File: config.mk
export PLATFORM = sky130hd
export DESIGN_NAME = button_scanner_flat
export DESIGN_NICKNAME = d
export VERILOG_FILES = /design/src/rtl/button_scanner_if.sv /design/src/rtl/button_scanner.sv /design/src/flat_wrapper.sv
export SDC_FILE = /design/constraint.sdc
export NUM_CORES = 1
export LEC_CHECK = 0
export BUFFER_PORTS_ARGS = -buffer_cell sky130_fd_sc_hd__buf_2
export CAP_MARGIN = 20
export CORE_MARGIN = 3
export CORE_UTILIZATION = 50
export DETAILED_ROUTE_END_ITERATION = 6
export HOLD_SLACK_MARGIN = 0.03
export PLACE_DENSITY = 0.69
export SYNTH_ARGS = -nofsm -noshare
export SYNTH_HDL_FRONTEND = slang
export SYNTH_SLANG_ARGS = --single-unit
File: constraint.sdc
create_clock -name clk -period 2.8 [get_ports clk]
set_input_delay 0.14 -clock clk [delete_from_list [all_inputs] [get_ports clk]]
set_output_delay 0.14 -clock clk [all_outputs]
set_load 0.02 [all_outputs]
File: src/rtl/button_scanner_if.sv
// Button scanner signal bundle: raw pins in, debounced levels and single-cycle events out.
// The release event is carried as release_evt because "release" is a reserved word.
interface button_scanner_if #(
   parameter int N_BTN = 5,
   parameter int IDX_W = (N_BTN > 1) ? $clog2(N_BTN) : 1
);
   logic [N_BTN-1:0] b_in;
   logic [N_BTN-1:0] level;
   logic [N_BTN-1:0] press;
   logic [N_BTN-1:0] release_evt;
   logic [N_BTN-1:0] hold;
   logic             any_press;
   logic [IDX_W-1:0] evt_idx;

   modport master (
      input  b_in,
      output level,
      output press,
      output release_evt,
      output hold,
      output any_press,
      output evt_idx
   );

   modport slave (
      output b_in,
      input  level,
      input  press,
      input  release_evt,
      input  hold,
      input  any_press,
      input  evt_idx
   );
endinterface

File: src/rtl/button_scanner.sv
// N-channel push-button front end: synchroniser, debounce, press/release/hold pulses.
// Optional macro BTN_AUTOREPEAT_EN: hold re-pulses every REPEAT_CYCLES while the button stays pressed.
//
// Hold tracker, one per channel:
//   state  | meaning
//   H_IDLE | button released, nothing counting
//   H_WAIT | pressed, counting towards the first hold pulse
//   H_DONE | first hold pulse sent, counter saturated until release
//   H_RPT  | auto-repeat: counting towards the next repeat pulse
module button_scanner #(
   parameter int N_BTN           = 5,
   parameter int ACTIVE_HIGH     = 1,
   parameter int DEBOUNCE_CYCLES = 500000,
   parameter int HOLD_CYCLES     = 50000000,
   parameter int REPEAT_CYCLES   = 10000000
) (
   input logic               clk,
   input logic               rst,
   button_scanner_if.master  bus
);

   localparam int IDX_W = (N_BTN > 1) ? $clog2(N_BTN) : 1;
   localparam int DB_W  = (DEBOUNCE_CYCLES > 1) ? $clog2(DEBOUNCE_CYCLES) : 1;
   localparam int HOLD_SPAN = (REPEAT_CYCLES > HOLD_CYCLES) ? REPEAT_CYCLES : HOLD_CYCLES;
   localparam int HOLD_W = $clog2(HOLD_SPAN + 1);

   localparam logic [DB_W-1:0]   DB_LAST   = DB_W'(DEBOUNCE_CYCLES - 1);
   localparam logic [HOLD_W-1:0] HOLD_LAST = HOLD_W'(HOLD_CYCLES - 1);
   localparam logic              IDLE_PIN  = (ACTIVE_HIGH != 0) ? 1'b0 : 1'b1;

   localparam logic [1:0] H_IDLE = 2'd0;
   localparam logic [1:0] H_WAIT = 2'd1;
   localparam logic [1:0] H_DONE = 2'd2;
   localparam logic [1:0] H_RPT  = 2'd3;

   logic [N_BTN-1:0] sync1;
   logic [N_BTN-1:0] sync2;
   logic [N_BTN-1:0] s;
   logic [N_BTN-1:0] level_q;
   logic [N_BTN-1:0] toggle;
   logic [N_BTN-1:0] press_next;
   logic [N_BTN-1:0] press_q;
   logic [N_BTN-1:0] release_q;
   logic [N_BTN-1:0] hold_q;
   logic             any_press_q;
   logic [IDX_W-1:0] evt_idx_q;
   logic [IDX_W-1:0] idx_next;

   always_ff @(posedge clk) begin
      if (rst) begin
         sync1 <= {N_BTN{IDLE_PIN}};
         sync2 <= {N_BTN{IDLE_PIN}};
      end else begin
         sync1 <= bus.b_in;
         sync2 <= sync1;
      end
   end

   assign s = (ACTIVE_HIGH != 0) ? sync2 : ~sync2;

   for (genvar i = 0; i < N_BTN; i++) begin : g_ch
      logic [DB_W-1:0]   db_cnt;
      logic              lvl;
      logic              tgl;
      logic              press_r;
      logic              release_r;
      logic [1:0]        h_state;
      logic [HOLD_W-1:0] h_cnt;
      logic              hold_r;

      assign tgl = (s[i] != lvl) && (db_cnt == DB_LAST);

      always_ff @(posedge clk) begin
         if (rst) begin
            db_cnt    <= '0;
            lvl       <= 1'b0;
            press_r   <= 1'b0;
            release_r <= 1'b0;
         end else begin
            press_r   <= tgl & ~lvl;
            release_r <= tgl & lvl;
            if (tgl) begin
               lvl    <= ~lvl;
               db_cnt <= '0;
            end else if (s[i] == lvl) begin
               db_cnt <= '0;
            end else begin
               db_cnt <= db_cnt + 1'b1;
            end
         end
      end

      // The toggle edge both starts the count (press) and cancels any pending pulse (release).
      always_ff @(posedge clk) begin
         if (rst) begin
            h_state <= H_IDLE;
            h_cnt   <= '0;
            hold_r  <= 1'b0;
         end else begin
            hold_r <= 1'b0;
            if (tgl) begin
               h_cnt   <= '0;
               h_state <= lvl ? H_IDLE : H_WAIT;
            end else begin
               case (h_state)
                  H_WAIT: begin
                     if (h_cnt == HOLD_LAST) begin
                        hold_r <= 1'b1;
`ifdef BTN_AUTOREPEAT_EN
                        h_cnt   <= '0;
                        h_state <= H_RPT;
`else
                        h_cnt   <= HOLD_W'(HOLD_CYCLES);
                        h_state <= H_DONE;
`endif
                     end else begin
                        h_cnt <= h_cnt + 1'b1;
                     end
                  end
`ifdef BTN_AUTOREPEAT_EN
                  H_RPT: begin
                     if (h_cnt == HOLD_W'(REPEAT_CYCLES - 1)) begin
                        hold_r <= 1'b1;
                        h_cnt  <= '0;
                     end else begin
                        h_cnt <= h_cnt + 1'b1;
                     end
                  end
`endif
                  default: begin
                     h_cnt <= h_cnt;
                  end
               endcase
            end
         end
      end

      assign level_q[i]    = lvl;
      assign toggle[i]     = tgl;
      assign press_next[i] = tgl & ~lvl;
      assign press_q[i]    = press_r;
      assign release_q[i]  = release_r;
      assign hold_q[i]     = hold_r;
   end

   // Lowest channel wins when several press together; holds the old index otherwise.
   always_comb begin
      idx_next = evt_idx_q;
      for (int i = N_BTN - 1; i >= 0; i--) begin
         if (press_next[i]) idx_next = IDX_W'(i);
      end
   end

   always_ff @(posedge clk) begin
      if (rst) begin
         any_press_q <= 1'b0;
         evt_idx_q   <= '0;
      end else begin
         any_press_q <= |press_next;
         evt_idx_q   <= idx_next;
      end
   end

   assign bus.level       = level_q;
   assign bus.press       = press_q;
   assign bus.release_evt = release_q;
   assign bus.hold        = hold_q;
   assign bus.any_press   = any_press_q;
   assign bus.evt_idx     = evt_idx_q;

endmodule

File: src/flat_wrapper.sv
// flat-port wrapper written by rule: the top's interface ports become plain ports
module button_scanner_flat 
#(
   parameter int N_BTN           = 5,
   parameter int ACTIVE_HIGH     = 1,
   parameter int DEBOUNCE_CYCLES = 500000,
   parameter int HOLD_CYCLES     = 50000000,
   parameter int REPEAT_CYCLES   = 10000000
)
  (clk, rst, bus_b_in, bus_level, bus_press, bus_release_evt, bus_hold, bus_any_press, bus_evt_idx);
  button_scanner_if #(.N_BTN(N_BTN)) bus_i ();
  input logic clk;
  input logic rst;
  input wire logic [$bits(bus_i.b_in)-1:0] bus_b_in;
  output wire logic [$bits(bus_i.level)-1:0] bus_level;
  output wire logic [$bits(bus_i.press)-1:0] bus_press;
  output wire logic [$bits(bus_i.release_evt)-1:0] bus_release_evt;
  output wire logic [$bits(bus_i.hold)-1:0] bus_hold;
  output wire logic [$bits(bus_i.any_press)-1:0] bus_any_press;
  output wire logic [$bits(bus_i.evt_idx)-1:0] bus_evt_idx;
  assign bus_i.b_in = bus_b_in;
  assign bus_level = bus_i.level;
  assign bus_press = bus_i.press;
  assign bus_release_evt = bus_i.release_evt;
  assign bus_hold = bus_i.hold;
  assign bus_any_press = bus_i.any_press;
  assign bus_evt_idx = bus_i.evt_idx;
  button_scanner #(.N_BTN(N_BTN), .ACTIVE_HIGH(ACTIVE_HIGH), .DEBOUNCE_CYCLES(DEBOUNCE_CYCLES), .HOLD_CYCLES(HOLD_CYCLES), .REPEAT_CYCLES(REPEAT_CYCLES)) u_core (.clk(clk), .rst(rst), .bus(bus_i));
endmodule
Yosys cells after proc, flatten, opt, wreduce, memory -nomap -nowiden
Index checks and enable logic that the tools add are counted.

storage, ports and cells
  register bits after elaboration = 269
  logic and storage cells = 171
  output and inout port bits = 24
  input bits = 7

cells by class
  multiplexer cells = 34
  bitwise gates (word level) = 20
  add/subtract/negate cells = 10
  reductions and logical operators = 41
  equality and inequality tests = 25

operators with widths
  operator                 number
  $add A26 B1 Y26 const B  5
  $eq A26 B26 Y1 const B   5
  $mux W26                 5
  $add A19 B1 Y19 const B  5
  $eq A19 B19 Y1 const B   5
  $mux W2                  18
  $reduce_or A3 Y1         11
  $reduce_bool A2 Y1       10
  $reduce_or A2 Y1         6
  $mux W1                  11
  $and A1 B1 Y1            10
  $eq A2 B1 Y1 const B     5
  $not A1 Y1               10
  $reduce_and A2 Y1        5
  $reduce_or A5 Y1         2
  $eq A1 B1 Y1             5
  $logic_and A1 B1 Y1      5
  $ne A1 B1 Y1             5
  $reduce_bool A4 Y1       1
  $reduce_bool A3 Y1       1

Logic depth before layout (Yosys ltp)
Gate-level depths: netlist of the first run.

  depth after elaboration = 7
  gate-level depth with buffers = 9
  mapped depth without buffers = 6

Worst setup path after synthesis of the first run
OpenSTA, ideal clock, no wires.

  kind = reg-to-reg
  from = register u_core.g_ch[3].db_cnt[0]
  to = register u_core.g_ch[3].h_cnt[0]
  arrival = 1,910 ps
  stages on the path, launching flop included = 8
  library setup time = 115 ps
  required time = 2,685 ps
  setup slack = 775 ps
  cell sequence = dfxtp_1 -> ha_1 -> nand4_2 -> or4_4 -> o31ai_4 -> nand2b_1 -> buf_4 -> nor2_1

on the way
  longest elaborated chain between the ends = 3

ends and longest elaborated chain
  item                               RTL line               RTL
  start, declared                    button_scanner.sv:62   logic [DB_W-1:0] db_cnt;
  start signal, assigned             button_scanner.sv:88   db_cnt <= db_cnt + 1'b1;
  $eq A19 B19 Y1                     button_scanner.sv:71   assign tgl = (s[i] != lvl) && (db_cnt == DB_LAST);
  $logic_and A1 B1 Y1                button_scanner.sv:71
  $reduce_or A2 Y1 (no source line)  -
  end signal, assigned               button_scanner.sv:113  h_cnt <= HOLD_W'(HOLD_CYCLES);
  end signal, assigned               button_scanner.sv:117  h_cnt <= h_cnt + 1'b1;
  end signal, assigned               button_scanner.sv:131  h_cnt <= h_cnt;
  end, declared                      button_scanner.sv:68   logic [HOLD_W-1:0] h_cnt;

No other way between the ends.
A chain may end at the register's enable or synchronous reset.

Worst setup path after layout of the first run
  from = register u_core.g_ch[0].db_cnt[0]
  to = register u_core.g_ch[0].h_cnt[0]

on the way
  longest elaborated chain between the ends = 3

ends and longest elaborated chain
  item                               RTL line
  start, declared                    button_scanner.sv:62
  start signal, assigned             button_scanner.sv:88
  $eq A19 B19 Y1                     button_scanner.sv:71
  $logic_and A1 B1 Y1                button_scanner.sv:71
  $reduce_or A2 Y1 (no source line)  -
  end signal, assigned               button_scanner.sv:113
  end signal, assigned               button_scanner.sv:117
  end signal, assigned               button_scanner.sv:131
  end, declared                      button_scanner.sv:68

No other way between the ends.

==> results of run 1 <==
-- power by group through the flow --
stage / Sequential, µW / Combinational, µW / Clock, µW
after floorplan: 3930 / 77.3 / 0
after global placement: 3930 / 102 / 0
after detailed placement: 3930 / 103 / 0
after CTS: 3850 / 112 / 4250
after global routing: 3850 / 123 / 4410
final: 3850 / 110 / 4140
-- sequential cells by signal, summed over array words and instances, names as in the netlist --
| name | count |
|---|---|
| u_core.g_ch.h_cnt | 130 |
| u_core.g_ch.db_cnt | 95 |
| u_core.g_ch.h_state | 10 |
| u_core.g_ch.hold_r | 5 |
| u_core.g_ch.lvl | 5 |
| u_core.g_ch.press_r | 5 |
| u_core.g_ch.release_r | 5 |
| u_core.s | 5 |
| u_core.sync1 | 5 |
| u_core.bus.evt_idx | 3 |
| u_core.bus.any_press | 1 |
-- per-layer routing --
metal	wire length, µm	global-route usage, %
met5	0	0
met4	403	3.629
met3	719	2.724
met2	9737	27.87
met1	11310	24.09
-- kinds of logic (layout without fill, tap and decap cells) --
| group | after synthesis | in the layout | synth area share, % |
|---|---|---|---|
| buffers and inverters | 91 | 132 | 3.858 |
| AOI/OAI and AO/OA | 53 | 53 | 2.960 |
| adders and majority gates | 10 | 10 | 1.057 |
| xor gates and xnor gates | 207 | 207 | 15.32 |
| and+or+nand+nor | 711 | 711 | 30.80 |
| DFF | 269 | 269 | 45.50 |
| muxes | 6 | 6 | 0.5074 |
-- stage by stage --
step | hold slack, ns | setup WS, ns
6_report | 0.3438 | 0.4968
5_1_grt | 0.3388 | 0.2888
4_1_cts | 0.3176 | 0.5082
3_5_place_dp | 0.3546 | 0.5376
3_3_place_gp | 0.3515 | 0.5926
2_1_floorplan | 0.2682 | 0.7750
-- cells in the mapped netlist (21+ instances only) --
library cell,instances
dfxtp_1,269
nor2_1,264
xor2_1,126
nand2_1,88
xnor2_1,81
nand3_1,79
nand4_1,66
and3_1,36
inv_1,30
nor3_1,30
buf_4,27
and4_1,25
a21oi_1,22
clkbuf_1,22
nor4_1,21
-- final timing paths --
kind                                   to                startpoint  depth (start not counted)  slack, ns
setup / recovery  u_core.g_ch[0].h_cnt[0]  u_core.g_ch[0].db_cnt[0]                          6       0.50
hold / removal            u_core.sync1[0]               bus_b_in[0]                          3       0.34
setup reg to reg  u_core.g_ch[0].h_cnt[0]  u_core.g_ch[0].db_cnt[0]                          6       0.50
hold reg to reg               u_core.s[4]           u_core.sync1[4]                          1       0.44
-- critical path, stage by stage, from the launching register on --
cell     delay, ns
dfxtp_1       0.39
ha_1          0.29
or4bb_1       0.51
nor3_2        0.27
a31oi_1       0.25
o21ai_1       0.35
nor2_1        0.11
-- cell type report --
class	instances	area (µm²)	area share (%)
clock buffers	38	799.5	6.033
clock inverters	16	264.0	1.992
inverters	30	112.6	0.8497
multi-input cells	987	5995	45.23
flip-flops and latches	269	5385	40.63
well taps	313	391.6	2.955
repair buffers	48	305.3	2.304
-- timing repair --
| action | in CTS | in global routing |
|---|---|---|
| resized for setup | 0 | 0 |
| hold endpoints to repair | 11 | 0 |
| hold buffers | 8 | 0 |
==> metrics, run 1 <==
PortBufs=30; CTS tree=yes; type of the worst min-delay path=input pin to flop; sw frac=19.43%; filler cell count=2080; Reg power frac=47.5%; PD cells=611.3 mW/mm²; max_slew headroom=49.17%; synth-to-layout area growth=11.97%; VDD IR-drop max=0.0006798 V; maximum clock insertion buffer count=3; commonest non-fill, non-tap cell in the layout=dfxtp_1; Synth area leaders=dfxtp_1 (45%), xor2_1 (9.3%), nor2_1 (8.4%); clk_skew=0.01322 ns; switching power=1574 µW; Clk pwr share=51.1%; PnR Total Power=8102 µW; fin crit period=2.303 ns; syn_nets=1364; non-filler cells, final=1701; design area=0.01325 mm²; Syn Inst Count=1347; initial core utilization=51.50%; Critical Path RT=3.20 ns; Clock Latency Late Sink=0.54 ns; CP arrival=2.70 ns; ys flop type=dfxtp_1; CTS sink count=269; vias post-DR=8896; routed vias/inst=5.230; vias in the first global route=8468; area leader, netlist=dfxtp_1; crit-path max FO=7; Pleak=0.004596 µW; DRC viols=0; Die Wd=159.9 µm; Synth Register Bits=269; Final Hold Vio Count=0; die area=0.02556 mm²; critical setup path kind=flop to flop; largest net degree at the start of global routing=20; syn avg cell area=8.787 µm²; Iteration-0 DRC Markers=357; Detail Route Antenna Nets=0; Inst Count DP=1639; Tot GR Track Use=17.09%; DP Area=0.01211 mm²; # setup viols final=0; final max-slew violation count=0; placer congestion estimate=0.8062; antenna violations before repair=0; Overflow after GRT=0; critical path endpoint category=flop; # nets final=1382; CTS HTree Levels=1; Die Span Y=159.9 µm; core footprint=0.02298 mm²; Fin Setup TNS=0 ns; CTS Root Cell=clkbuf_16; Layout Utilization=57.66%; worst-margin pin slew=0.7566 ns; Post-CTS Setup Bufs=0; unrepaired setup endpoints after global routing=false; Unique masters post-synth=61; share of layout cells above drive strength 1=7.997%; TritonRoute pass-1 iters=4; Post-synth EDFFs=0; outcome=finished clean; Routed WL=22.17 mm; internal power=6528 µW; cts bufs inserted=29; Gate power share=1.4%; Setup crit start kind=flop; Tcrit/Tclk final=82.26%; asr flop ratio synth=0%; DP HPWL=14.88 mm; Routed WL per cell=13.03 µm; Placement Rows=55; Reg clk slew, reported paths=0.06 ns; Mapped Area=0.01184 mm²; register area share after synthesis=45.50%; MaxCap Viol Count=0; I/O pin cnt=31; commonest non-fill, non-tap cells in the layout=dfxtp_1 (269), nor2_1 (264), xor2_1 (126); Synth Warn #=0; fmax=0.4342 GHz; top cell type's share of synthesized area=45.50%; first-pass GRT wire length=38.77 mm; # diodes=0
Power figures use the tool's default switching activity.
==> run 2: changes to the inputs <==
PLACE_DENSITY = 0.72   (was 0.69)
clock period = 2.1 ns   (was 2.8 ns; I/O delays follow)
==> metrics, run 2 (synthesis gave the netlist of run 1 again) <==
cts bufs inserted=29; # diodes=0; critical path endpoint category=flop; Tot GR Track Use=17.25%; CTS HTree Levels=1; Iteration-0 DRC Markers=455; DP HPWL=15.21 mm; CP arrival=2.49 ns; Routed WL per cell=12.99 µm; # setup viols final=0; initial core utilization=51.50%; r2r setup slk=0.08 ns; PortBufs=30; core footprint=0.02298 mm²; TritonRoute pass-1 iters=5; design area=0.01368 mm²; Die Span Y=159.9 µm; share of layout cells above drive strength 1=11.52%; first-pass GRT wire length=38.96 mm; max_slew headroom=61.54%; Routed WL=22.67 mm; Die Wd=159.9 µm; crit-path max FO=4; placer congestion estimate=0.8564; CTS sink count=269; final hold slack=0.2899 ns; DP Area=0.01246 mm²; synth-to-layout area growth=15.58%; outcome=finished clean; die area=0.02556 mm²; # nets final=1428; Hold Path Origin=bus_b_in[0]; Tcrit/Tclk final=96.09%; Reg clk slew, reported paths=0.06 ns; Largest regs=u_core.g_ch.h_cnt: 130 flops, u_core.g_ch.db_cnt: 95 flops, u_core.g_ch.h_state: 10 flops; routed vias/inst=5.196; WHS Path Cells=3; vias post-DR=9067; crit-path max cell delay=0.53 ns; VDD IR-drop max=0.0007616 V; antenna violations before repair=0; Placement Rows=55; CTS tree=yes; commonest non-fill, non-tap cell in the layout=dfxtp_1; fin crit period=2.018 ns; largest register by flop count=u_core.g_ch.h_cnt; CP Cell Sequence=ha_4 > nand4_2 > or4_4 > or3_4 > a21bo_2 > a21oi_1; MaxCap Viol Count=0; critical setup path kind=flop to flop; Critical Path RT=2.58 ns; r2r endpoint=u_core.bus.evt_idx[0]; Overflow after GRT=0; type of the worst min-delay path=input pin to flop; maximum clock insertion buffer count=3; Setup crit start kind=flop; Largest register FFs=130; clk_skew=0.009575 ns; PD cells=792.3 mW/mm²; vias in the first global route=8705; largest net degree at the start of global routing=20; FF-to-FF path depth=6; Pleak=0.004835 µW; Final Hold Vio Count=0; Reg-to-Reg Start=u_core.g_ch[3].db_cnt[1]; Clock Latency Late Sink=0.55 ns; filler cell count=2029; fmax=0.4956 GHz; CTS Root Cell=clkbuf_16; slowest stage cell, crit path=or4_4; Detail Route Antenna Nets=0; commonest non-fill, non-tap cells in the layout=dfxtp_1 (268), nor2_1 (264), xor2_1 (125); DRC viols=0; WHS Endpoint=u_core.sync1[0]; worst-margin pin slew=0.5716 ns; I/O pin cnt=31; final max-slew violation count=0
==> run 2: power by group <==
group / switching, µW / leakage, µW / internal, µW / total, µW
Clock: 2050 / 0.000516 / 3490 / 5540
Sequential: 11.7 / 0.00217 / 5120 / 5130
Combinational: 104 / 0.00215 / 68.2 / 172
Total: 2160 / 0.00483 / 8680 / 10800
==> run 2: critical path: cells and delay by family, from the launching register on <==
kind / cells / cell delay, ns
fa+ha+maj: 1 / 0.17
simple gates: 3 / 1.03
flops: 1 / 0.40
compound gates: 2 / 0.34
==> run 2: cell type report <==
type | count | area, µm² | share of cell area [%]
well taps | 313 | 391.6 | 2.863
repair buffers | 92 | 645.6 | 4.719
clock buffers | 39 | 823.3 | 6.018
clock inverters | 13 | 239.0 | 1.747
inverters | 30 | 112.6 | 0.8231
multi-input cells | 989 | 6082 | 44.46
flip-flops and latches | 269 | 5386 | 39.37
==> run 2: stage by stage <==
step / cells / TNS [ns] / total power (µW) / setup slack, ns / utilization (%)
6_report: 1745 / 0 / 10840 / 0.08209 / 59.52
5_1_grt: 1745 / -0.006482 / 11200 / -0.006482 / 59.52
4_1_cts: 1743 / 0 / 10960 / 0.01031 / 59.13
3_5_place_dp: 1684 / 0 / 5402 / 0.02033 / 54.21
3_3_place_gp: 1684 / 0 / 5400 / 0.07434 / 54.21
2_1_floorplan: 1347 / 0 / 5344 / 0.07496 / -
==> run 2: repair_timing <==
action / 4_1_cts / 5_1_grt
endpoints found under the setup margin: 0 / 67
hold buffers: 7 / 0
setup buffers: 0 / 0
endpoints found under the hold margin: 9 / 0
resized for setup: 0 / 14
==> run 2: layer usage <==
metal | global-route usage (%) | vias up | wire length [µm] | part of all wire, %
met5 | 0 | - | 0 | 0
met3 | 3.061 | 45 | 840 | 3.7
met2 | 28.27 | 136 | 10140 | 45
li1 | - | 4706 | - | -
met4 | 4.615 | 0 | 431 | 1.9
met1 | 23.63 | 4180 | 11260 | 50
==> run 2: worst max-delay path by stage <==
| stage | cells past startpoint | start | slack (ns) | to |
|---|---|---|---|---|
| after detailed placement | 6 | u_core.g_ch[0].db_cnt[1] | 0.02 | u_core.g_ch[0].h_cnt[1] |
| final | 6 | u_core.g_ch[3].db_cnt[1] | 0.08 | u_core.bus.evt_idx[0] |
| after floorplan | 7 | u_core.g_ch[3].db_cnt[0] | 0.07 | u_core.g_ch[3].h_cnt[0] |
| after global routing | 6 | u_core.g_ch[0].db_cnt[1] | -0.006 | u_core.g_ch[0].h_state[0] |
| after global placement | 6 | u_core.g_ch[0].db_cnt[1] | 0.07 | u_core.g_ch[0].h_cnt[0] |
| after CTS | 6 | u_core.g_ch[0].db_cnt[1] | 0.01 | u_core.g_ch[0].h_cnt[1] |
